===== src/rtl/multicycle_control_unit_if.sv =====
// Datapath/control bundle between the multicycle control FSM and the RISC-V datapath.
// The master modport is the control unit. The slave modport is the datapath and memory side.
interface multicycle_control_unit_if #(
  parameter int unsigned ALUOP_W = 2
);
  logic               run;
  logic               power;
  logic [6:0]         opcode;
  logic               zero;
  logic               mem_ready;
  logic               alusrc;
  logic               mem2reg;
  logic               regwrite;
  logic               memread;
  logic               memwrite;
  logic               branch;
  logic               writepc;
  logic               startpc;
  logic [ALUOP_W-1:0] aluop;
  logic               pcsel;
  logic               illegal;
  logic               mem_timeout;
  logic               busy;

  modport master (
    input  run, power, opcode, zero, mem_ready,
    output alusrc, mem2reg, regwrite, memread, memwrite, branch, writepc, startpc,
           aluop, pcsel, illegal, mem_timeout, busy
  );

  modport slave (
    output run, power, opcode, zero, mem_ready,
    input  alusrc, mem2reg, regwrite, memread, memwrite, branch, writepc, startpc,
           aluop, pcsel, illegal, mem_timeout, busy
  );
endinterface


===== src/rtl/multicycle_control_unit.sv =====
// Multi-cycle RISC-V control FSM: fetch/decode/execute/memory/writeback with a memory timeout.
// Define CU_BRANCH_EN to add the conditional-branch (opcode 1100011) path.
module multicycle_control_unit #(
  parameter int unsigned ALUOP_W     = 2,
  parameter int unsigned IDLE_CYCLES = 1,
  parameter int unsigned MEM_TIMEOUT = 15
) (
  input logic                      clk,
  input logic                      reset,
  multicycle_control_unit_if.master bus
);

  localparam int unsigned CNT_W = 8;
  localparam logic [6:0] OP_R  = 7'b0110011;
  localparam logic [6:0] OP_I  = 7'b0010011;
  localparam logic [6:0] OP_LD = 7'b0000011;
  localparam logic [6:0] OP_ST = 7'b0100011;
  localparam logic [6:0] OP_BR = 7'b1100011;
  localparam logic [CNT_W-1:0] TIMEOUT_LAST = CNT_W'(MEM_TIMEOUT - 1);
  localparam logic [CNT_W-1:0] IDLE_LAST =
    (IDLE_CYCLES == 0) ? '0 : CNT_W'(IDLE_CYCLES - 1);

  typedef enum logic [3:0] {
    START, FETCH, DECODE, EXEC_R, EXEC_I, WB_R, ADDR,
    MEM_RD, MEM_WR, WB_LD, IDLE, BRANCH, ERROR
  } state_t;

  typedef struct packed {
    logic       alusrc;
    logic       mem2reg;
    logic       regwrite;
    logic       memread;
    logic       memwrite;
    logic       branch;
    logic       writepc;
    logic       busy;
    logic [1:0] aluop;
  } ctrl_t;

  state_t           state, state_next, retire;
  logic [CNT_W-1:0] cnt, cnt_next;
  ctrl_t            ctrl_q, ctrl_next;
  logic             illegal_q, timeout_q;
  logic             set_illegal, set_timeout;
  logic             force_start;

  assign force_start = bus.power & ~bus.run;
  assign retire      = (IDLE_CYCLES == 0) ? FETCH : IDLE;

  // State, wait/idle counter, sticky flags and registered strobes.
  always_ff @(posedge clk or posedge reset) begin
    if (reset) begin
      state     <= START;
      cnt       <= '0;
      ctrl_q    <= '0;
      illegal_q <= 1'b0;
      timeout_q <= 1'b0;
    end else begin
      state  <= state_next;
      cnt    <= cnt_next;
      ctrl_q <= ctrl_next;
      if (force_start) begin
        illegal_q <= 1'b0;
        timeout_q <= 1'b0;
      end else begin
        illegal_q <= illegal_q | set_illegal;
        timeout_q <= timeout_q | set_timeout;
      end
    end
  end

  // Next state, counter, and strobes decoded from the state being entered.
  always_comb begin
    state_next  = state;
    cnt_next    = '0;
    ctrl_next   = '0;
    set_illegal = 1'b0;
    set_timeout = 1'b0;

    case (state)
      START:  state_next = FETCH;
      FETCH:  state_next = bus.run ? DECODE : FETCH;
      DECODE: begin
        if (bus.opcode == OP_R)                              state_next = EXEC_R;
        else if (bus.opcode == OP_I)                         state_next = EXEC_I;
        else if (bus.opcode == OP_LD || bus.opcode == OP_ST) state_next = ADDR;
`ifdef CU_BRANCH_EN
        else if (bus.opcode == OP_BR)                        state_next = BRANCH;
`endif
        else begin
          state_next  = ERROR;
          set_illegal = 1'b1;
        end
      end
      EXEC_R, EXEC_I: state_next = WB_R;
      WB_R, WB_LD, BRANCH: state_next = retire;
      ADDR:   state_next = (bus.opcode == OP_LD) ? MEM_RD : MEM_WR;
      MEM_RD, MEM_WR: begin
        if (bus.mem_ready) begin
          state_next = (state == MEM_RD) ? WB_LD : retire;
        end else if (cnt == TIMEOUT_LAST) begin
          state_next  = ERROR;
          set_timeout = 1'b1;
        end
      end
      IDLE:   if (cnt == IDLE_LAST) state_next = FETCH;
      ERROR:  state_next = ERROR;
      default: state_next = START;
    endcase

    if (force_start) begin
      state_next  = START;
      set_illegal = 1'b0;
      set_timeout = 1'b0;
    end

    // The counter only runs while staying in a waiting state; any entry clears it.
    if (state_next == state && (state == MEM_RD || state == MEM_WR || state == IDLE)) begin
      cnt_next = cnt + CNT_W'(1);
    end

    case (state_next)
      FETCH:  ctrl_next.writepc = 1'b1;
      DECODE: ctrl_next.busy = 1'b1;
      EXEC_R: begin
        ctrl_next.busy  = 1'b1;
        ctrl_next.aluop = 2'b10;
      end
      EXEC_I: begin
        ctrl_next.busy   = 1'b1;
        ctrl_next.aluop  = 2'b11;
        ctrl_next.alusrc = 1'b1;
      end
      WB_R: begin
        ctrl_next.busy     = 1'b1;
        ctrl_next.regwrite = 1'b1;
      end
      ADDR: begin
        ctrl_next.busy   = 1'b1;
        ctrl_next.aluop  = 2'b00;
        ctrl_next.alusrc = 1'b1;
      end
      MEM_RD: begin
        ctrl_next.busy    = 1'b1;
        ctrl_next.memread = 1'b1;
        ctrl_next.alusrc  = 1'b1;
      end
      MEM_WR: begin
        ctrl_next.busy     = 1'b1;
        ctrl_next.memwrite = 1'b1;
        ctrl_next.alusrc   = 1'b1;
      end
      WB_LD: begin
        ctrl_next.busy     = 1'b1;
        ctrl_next.regwrite = 1'b1;
        ctrl_next.mem2reg  = 1'b1;
      end
      IDLE:   ctrl_next.busy = 1'b1;
`ifdef CU_BRANCH_EN
      BRANCH: begin
        ctrl_next.busy   = 1'b1;
        ctrl_next.branch = 1'b1;
        ctrl_next.aluop  = 2'b01;
      end
`endif
      default: ctrl_next = '0;
    endcase
  end

  assign bus.alusrc      = ctrl_q.alusrc;
  assign bus.mem2reg     = ctrl_q.mem2reg;
  assign bus.regwrite    = ctrl_q.regwrite;
  assign bus.memread     = ctrl_q.memread;
  assign bus.memwrite    = ctrl_q.memwrite;
  assign bus.branch      = ctrl_q.branch;
  assign bus.writepc     = ctrl_q.writepc;
  assign bus.busy        = ctrl_q.busy;
  assign bus.aluop       = ALUOP_W'(ctrl_q.aluop);
  assign bus.illegal     = illegal_q;
  assign bus.mem_timeout = timeout_q;
  // startpc follows power directly so it tracks power even while reset is held.
  assign bus.startpc     = bus.power & (state == START || state == FETCH);
`ifdef CU_BRANCH_EN
  assign bus.pcsel       = ctrl_q.branch & bus.zero;
`else
  assign bus.pcsel       = 1'b0;
`endif

endmodule

===== src/flat_wrapper.sv =====
// flat-port wrapper written by rule: the top's interface ports become plain ports
module multicycle_control_unit_flat 
#(
  parameter int unsigned ALUOP_W     = 2,
  parameter int unsigned IDLE_CYCLES = 1,
  parameter int unsigned MEM_TIMEOUT = 15
)
  (clk, reset, bus_run, bus_power, bus_opcode, bus_zero, bus_mem_ready, bus_alusrc, bus_mem2reg, bus_regwrite, bus_memread, bus_memwrite, bus_branch, bus_writepc, bus_startpc, bus_aluop, bus_pcsel, bus_illegal, bus_mem_timeout, bus_busy);
  multicycle_control_unit_if #(.ALUOP_W(ALUOP_W)) bus_i ();
  input logic clk;
  input logic reset;
  input wire logic [$bits(bus_i.run)-1:0] bus_run;
  input wire logic [$bits(bus_i.power)-1:0] bus_power;
  input wire logic [$bits(bus_i.opcode)-1:0] bus_opcode;
  input wire logic [$bits(bus_i.zero)-1:0] bus_zero;
  input wire logic [$bits(bus_i.mem_ready)-1:0] bus_mem_ready;
  output wire logic [$bits(bus_i.alusrc)-1:0] bus_alusrc;
  output wire logic [$bits(bus_i.mem2reg)-1:0] bus_mem2reg;
  output wire logic [$bits(bus_i.regwrite)-1:0] bus_regwrite;
  output wire logic [$bits(bus_i.memread)-1:0] bus_memread;
  output wire logic [$bits(bus_i.memwrite)-1:0] bus_memwrite;
  output wire logic [$bits(bus_i.branch)-1:0] bus_branch;
  output wire logic [$bits(bus_i.writepc)-1:0] bus_writepc;
  output wire logic [$bits(bus_i.startpc)-1:0] bus_startpc;
  output wire logic [$bits(bus_i.aluop)-1:0] bus_aluop;
  output wire logic [$bits(bus_i.pcsel)-1:0] bus_pcsel;
  output wire logic [$bits(bus_i.illegal)-1:0] bus_illegal;
  output wire logic [$bits(bus_i.mem_timeout)-1:0] bus_mem_timeout;
  output wire logic [$bits(bus_i.busy)-1:0] bus_busy;
  assign bus_i.run = bus_run;
  assign bus_i.power = bus_power;
  assign bus_i.opcode = bus_opcode;
  assign bus_i.zero = bus_zero;
  assign bus_i.mem_ready = bus_mem_ready;
  assign bus_alusrc = bus_i.alusrc;
  assign bus_mem2reg = bus_i.mem2reg;
  assign bus_regwrite = bus_i.regwrite;
  assign bus_memread = bus_i.memread;
  assign bus_memwrite = bus_i.memwrite;
  assign bus_branch = bus_i.branch;
  assign bus_writepc = bus_i.writepc;
  assign bus_startpc = bus_i.startpc;
  assign bus_aluop = bus_i.aluop;
  assign bus_pcsel = bus_i.pcsel;
  assign bus_illegal = bus_i.illegal;
  assign bus_mem_timeout = bus_i.mem_timeout;
  assign bus_busy = bus_i.busy;
  multicycle_control_unit #(.ALUOP_W(ALUOP_W), .IDLE_CYCLES(IDLE_CYCLES), .MEM_TIMEOUT(MEM_TIMEOUT)) u_core (.clk(clk), .reset(reset), .bus(bus_i));
endmodule

===== config.mk =====
export PLATFORM = sky130hd
export DESIGN_NAME = multicycle_control_unit_flat
export DESIGN_NICKNAME = d
export VERILOG_FILES = /design/src/rtl/multicycle_control_unit_if.sv /design/src/rtl/multicycle_control_unit.sv /design/src/flat_wrapper.sv
export SDC_FILE = /design/constraint.sdc
export NUM_CORES = 1
export LEC_CHECK = 0
export ABC_AREA = 1
export CORE_AREA = 2 2 61 63
export DETAILED_ROUTE_END_ITERATION = 10
export DIE_AREA = 0 0 63 65
export PLACE_DENSITY = 0.66
export SLEW_MARGIN = 10
export SYNTH_ARGS = -nofsm -noshare
export SYNTH_HDL_FRONTEND = slang
export SYNTH_SLANG_ARGS = --single-unit

===== constraint.sdc =====
create_clock -name clk -period 3.74 [get_ports clk]
set_clock_uncertainty 0.15 [all_clocks]
set_input_delay 0.374 -clock clk [delete_from_list [all_inputs] [get_ports clk]]
set_output_delay 0.374 -clock clk [all_outputs]
set_load 0.05 [all_outputs]

==> flow_summary.toml, run 1 <==
[synth]
ys_warn_count = 0
syn_area_per_cell_sq_um = 7.13
netlist-cell-type-count = 24
yosysSeqAreaShare_pct = 38.2
synth_cells = 211
synth.cell_area_sq_mm = 0.00151
yosys_register_bits = 23

[placement]
dp_hpwl_mm = 2.30
post-place-ws_ns = 1.35
portBuffers = 23
placed_area_sq_mm = 0.00178
routabilityCongestion = 0.888

[timing]
setup_viol = 0
fin_setup_tns_ns = 0
clock.fmax_ghz = 0.389
tightest_slew_ns = 0.824
hold_viol = 0
hold-worst-slack_ns = 0.364
maxSlewHeadroom_pct = 45.0
worst_slack_ns = 1.17
period_minus_slack_ns = 2.57
drv_slew = 0
rsz0062_at_grt = "no"
finalCritPeriodShare_pct = 68.7

[setup_path]
cp-start-kind = "flop"
worstPathRequired_ns = 3.22
reg2reg_depth = 13
endpoint_kind = "primary output"
critical_path_class = "reg2out"
r2r_setup_slack_ns = 1.71
r2r-start = "u_core.state[2]"
r2r-end = "u_core.cnt[7]"
cp-startpoint = "u_core.state[2]"
worstSetupEndpoint = "bus_startpc"
cp.arrival_ns = 2.05
path_max_fanout = 7

[drt]
viasPerCell = 4.53
wl_met3_microns = 143
dr_wl_met2_mm = 1.27
drc = 0
route.vias.total = 1286
ant_nets = 0
drtPass1Iterations = 4
drt_wl_total_mm = 2.82
wl_per_cell_microns = 9.94
top_layer = "met4"
drtIter0Drc = 74
wl_met1_mm = 1.37

[clock_tree]
cts_tree = "done"
cts_setup_buffers = 0
htree_levels = 1
ctsHoldBuffers = 0
cts.repair.resized = 0
cts.clk_slew.worst_paths_ns = 0.12
clockRootBuffer = "clkbuf_4"
cts_buffer_depth = 2
clock_latency_ns = 0.30
clock-sinks = 23
cts_buffers = 3

[layout]
antenna_cells = 0
num-fill-cells = 359
drive_gt1_share_pct = 13.1
final_common_cell = "nand2_1"
stdcell_area_sq_mm = 0.00180
areaGrowthSynthToFinish_pct = 19.9
nets = 253
final_cell_mix = "nand2_1, nor2_1, inv_1, clkdlybuf4s50_1, dfrtp_1"

[floorplan]
start_util_pct = 43.1
die-area_sq_mm = 0.00410
coreArea_sq_mm = 0.00350
pin_count = 27
rows = 22
die_y_microns = 65
die_x_microns = 63

[global_routing]
antenna_found_initial = 0
track_usage_pct = 15.6
grt_pass1_vias = 1205
grt_start_max_net_pins = 24
grt_overflow = 0
grt_first_pass_wirelength_mm = 5.18

[power_and_ir_drop]
vdd_drop_max_v = 0.000381
p_total_w = 0.00109
power_leakage_nw = 0.960
p_per_area_mw_per_mm2 = 606

[outcome]
status = "finished clean"

[run]
drv_cap = 0

[min_path]
hold_class = "reg2reg"
==> through the flow <==
step / utilization (%) / instances
6_report: 51.6 / 284
5_1_grt: 51.6 / 284
4_1_cts: 51.6 / 284
3_5_place_dp: 50.8 / 280
3_3_place_gp: 50.8 / 280
2_1_floorplan: - / 212
==> cells by family after synthesis <==
group / count (synthesis) / share of synthesized area, %
compound gates: 11 / 4.49
xor+xnor: 6 / 3.49
fa+ha+maj: 3 / 2.49
buf+inv: 41 / 11.0
flops: 23 / 38.2
other cells: 1 / 0.249
simple gates: 126 / 40.1
==> cell type report <==
type | count | area (sq um) | area share (%)
Multi-Input combinational cell | 148 | 768 | 42.6
Sequential cell | 23 | 576 | 31.9
Timing Repair Buffer | 23 | 230 | 12.8
Inverter | 38 | 143 | 7.91
Tap cell | 48 | 60.1 | 3.33
Clock buffer | 3 | 22.5 | 1.25
Clock inverter | 1 | 5.00 | 0.277
==> how the worst min path moves through the flow <==
stage | from | end | cells after the start
after CTS | u_core.cnt[0] | u_core.cnt[0] | 1
after global placement | u_core.bus.illegal | u_core.bus.illegal | 2
after global routing | u_core.cnt[0] | u_core.cnt[0] | 1
final | u_core.cnt[0] | u_core.cnt[0] | 1
after floorplan | reset | u_core.bus.aluop[0] | 1
after detailed placement | u_core.bus.illegal | u_core.bus.illegal | 2
==> flip-flops by register name, summed over array words and instances (netlist names) <==
register	flops
u_core.bus.mem2reg	1
u_core.bus.mem_timeout	1
u_core.bus.regwrite	1
u_core.bus.writepc	1
u_core.bus.memread	1
u_core.state	4
u_core.bus.busy	1
u_core.bus.alusrc	1
u_core.cnt	8
u_core.bus.illegal	1
u_core.bus.aluop	2
u_core.bus.memwrite	1
==> critical path: stages (launching register included) <==
cell	delay (ns)
dfrtp_1	0.51
nor2_4	0.20
inv_1	0.07
nor3_1	0.13
clkdlybuf4s50_1	0.83
==> per-layer routing <==
layer | up-vias | global-route usage [%]
li1 | 685 | -
met1 | 564 | 20.7
met2 | 33 | 26.5
met3 | 4 | 2.26
met4 | 0 | 5.00
met5 | - | 0
==> synthesized netlist by cell type <==
library cell  count  share of area (%)
inv_2             2               0.50
buf_4             3                1.5
ha_1              3                2.5
xor2_1            5                2.9
a21oi_1           3                1.0
conb_1            1               0.25
nand2_2           6                2.5
nand3b_1          2                1.0
dfrtp_1          23                 38
nor3_1            2               0.67
nor2_2           11                4.6
o22ai_1           1               0.42
xnor2_1           1               0.58
nand4_1           2               0.83
nand2_1          42                 10
o21ai_0           5                1.7
nor2_1           37                9.2
nand2_4           4                3.0
nand3_2           1               0.67
inv_1            36                9.0
nand3_1          17                5.7
o21ai_1           1               0.33
nor2_4            2                1.5
o21ai_4           1                1.1
==> report_power, final <==
part / internal, W / total, W / switching, W
logic: 0.000206 / 0.000644 / 0.000437
registers: 0.000300 / 0.000342 / 0.0000418
clock network: 0.0000398 / 0.000108 / 0.0000680
Power figures use the tool's default switching activity.
==> run 2, diff against run 1 <==
- clock period: 3.74 -> 2.6 ns (I/O delays scaled with it)
==> flow_summary.toml, run 2 (synthesis gave the netlist of run 1 again) <==
[setup_path]
critical_path_class = "reg2out"
path_max_fanout = 7
r2r-end = "u_core.cnt[7]"
cp-start-kind = "flop"
worstPathRequired_ns = 2.19
crit_path_max_incr_delay_ns = 0.83
critPathTopFamily = "buffers and inverters"
slowest_stage = "clkdlybuf4s50_1"
reg2reg_depth = 13
r2r_setup_slack_ns = 0.60
crit_chain = "nor2_4 > inv_1 > nor3_1 > clkdlybuf4s50_1"
endpoint_kind = "primary output"
path_depth = 4
cp_num_buf_inv = 2
r2r-start = "u_core.state[2]"
cp.arrival_ns = 2.04

[clock_tree]
cts_tree = "done"
cts_buffers = 3
clock_latency_ns = 0.31
cts.clk_slew.worst_paths_ns = 0.12
cts_setup_buffers = 0
clockRootBuffer = "clkbuf_4"
cts.repair.resized = 0
ctsHoldBuffers = 0
cts_buffer_depth = 2
clock-sinks = 23
htree_levels = 1

[timing]
finalCritPeriodShare_pct = 94.4
tightest_slew_ns = 0.822
maxSlewHeadroom_pct = 45.2
drv_slew = 0
hold_viol = 0
clock.fmax_ghz = 0.407
setup_viol = 0
rsz0062_at_grt = "no"
period_minus_slack_ns = 2.45
fin_setup_tns_ns = 0

[power_and_ir_drop]
p_per_area_mw_per_mm2 = 875
internal_power_w = 0.000786
power.share.sequential_pct = 31.0
p_comb_share_pct = 58.8
power.share.clock_pct = 10.2
power_leakage_nw = 0.960
vdd_drop_max_v = 0.000440
switching_share_pct = 50.2
p_sw_w = 0.000793

[global_routing]
grt_util_met2_pct = 25.7
met1_usage_pct = 19.8
track_usage_pct = 15.3
grt_first_pass_wirelength_mm = 5.04
grt-busiest-layer = "met2"
antenna_found_initial = 0
grt_overflow = 0
grt_start_max_net_pins = 24
grtUsageMet3_pct = 2.08
grt_pass1_vias = 1149

[drt]
drc = 0
wl_per_cell_microns = 10.1
drt_wl_total_mm = 2.87
drtPass1Iterations = 4
viasPerCell = 4.48
ant_nets = 0
route.vias.total = 1273
drtIter0Drc = 64

[placement]
routabilityCongestion = 0.907
portBuffers = 23
place_inst = 280
dp_hpwl_mm = 2.34

[layout]
final_cell_mix = "nand2_1, nor2_1, inv_1, clkdlybuf4s50_1, dfrtp_1"
largest_register = "u_core.cnt"
final_cell_count_no_fill = 284
largest_reg_flops = 8
final_common_cell = "nand2_1"
areaGrowthSynthToFinish_pct = 19.9
nets = 253
antenna_cells = 0
drive_gt1_share_pct = 13.1

[floorplan]
start_util_pct = 43.1
rows = 22
die_x_microns = 63
die-area_sq_mm = 0.00410
coreArea_sq_mm = 0.00350
die_y_microns = 65
pin_count = 27

[min_path]
hold_class = "in2async"

[outcome]
status = "finished clean"

[run]
drv_cap = 0
-- run 2: cell counts in the layout (fill, tap and decap cells not counted) --
Identical to the previous run, type by type.
-- run 2: layer usage --
| metal | vias to the layer above | wire length (microns) | share of wire (%) |
|---|---|---|---|
| li1 | 683 | - | - |
| met1 | 555 | 1400 | 49 |
| met2 | 28 | 1290 | 45 |
| met3 | 7 | 123 | 4.3 |
| met4 | 0 | 65 | 2.3 |
| met5 | - | 0 | 0 |
-- run 2: worst max path at each step --
stage | startpoint | end | slack, ns
after floorplan | u_core.state[2] | bus_startpc | 0.45
after global placement | bus_power | bus_startpc | 0.44
after detailed placement | bus_power | bus_startpc | 0.44
after CTS | u_core.state[2] | bus_startpc | 0.13
after global routing | u_core.state[2] | bus_startpc | 0.07
final | u_core.state[2] | bus_startpc | 0.15
-- run 2: power groups by stage --
stage	clock [W]	sequential [W]	combinational [W]
after floorplan	0	0.000652	0.000554
after global placement	0	0.000500	0.000933
after detailed placement	0	0.000499	0.000931
after CTS	0.000167	0.000491	0.000934
after global routing	0.000175	0.000503	0.00102
final	0.000161	0.000490	0.000929
-- run 2: through the flow --
stage               instance area, sq um  setup WS [ns]  hold slack, ns  power (W)  util (%)
floorplan                           1510          0.452           0.112    0.00121         -
global placement                    1780          0.443           0.334    0.00143      50.8
detailed placement                  1780          0.437           0.344    0.00143      50.8
CTS                                 1800          0.128           0.275    0.00159      51.6
global route                        1800         0.0672           0.375    0.00170      51.6
finish                              1800          0.145           0.243    0.00158      51.6
-- run 2: area by class of cell --
cell class                 instances  area, sq um
fill                             358         1690
multi-input combinational        148          768
sequential                        23          576
timing repair buffer              23          230
inverter                          38          143
tap                               48         60.1
clock buffer                       3         22.5
clock inverter                     1         5.00
-- run 2: worst register-to-register path, stage by stage (launching register included) --
cell and delay, ns:
dfrtp_1 0.51, nor2_4 0.20, inv_1 0.07, nor2_1 0.14, nand2_1 0.07, inv_1 0.07, nor2_1 0.04, nand3_1 0.10
nand2_2 0.09, nand2_1 0.07, nand3_1 0.12, nor2_4 0.12, nand2_4 0.11, nor2_2 0.10
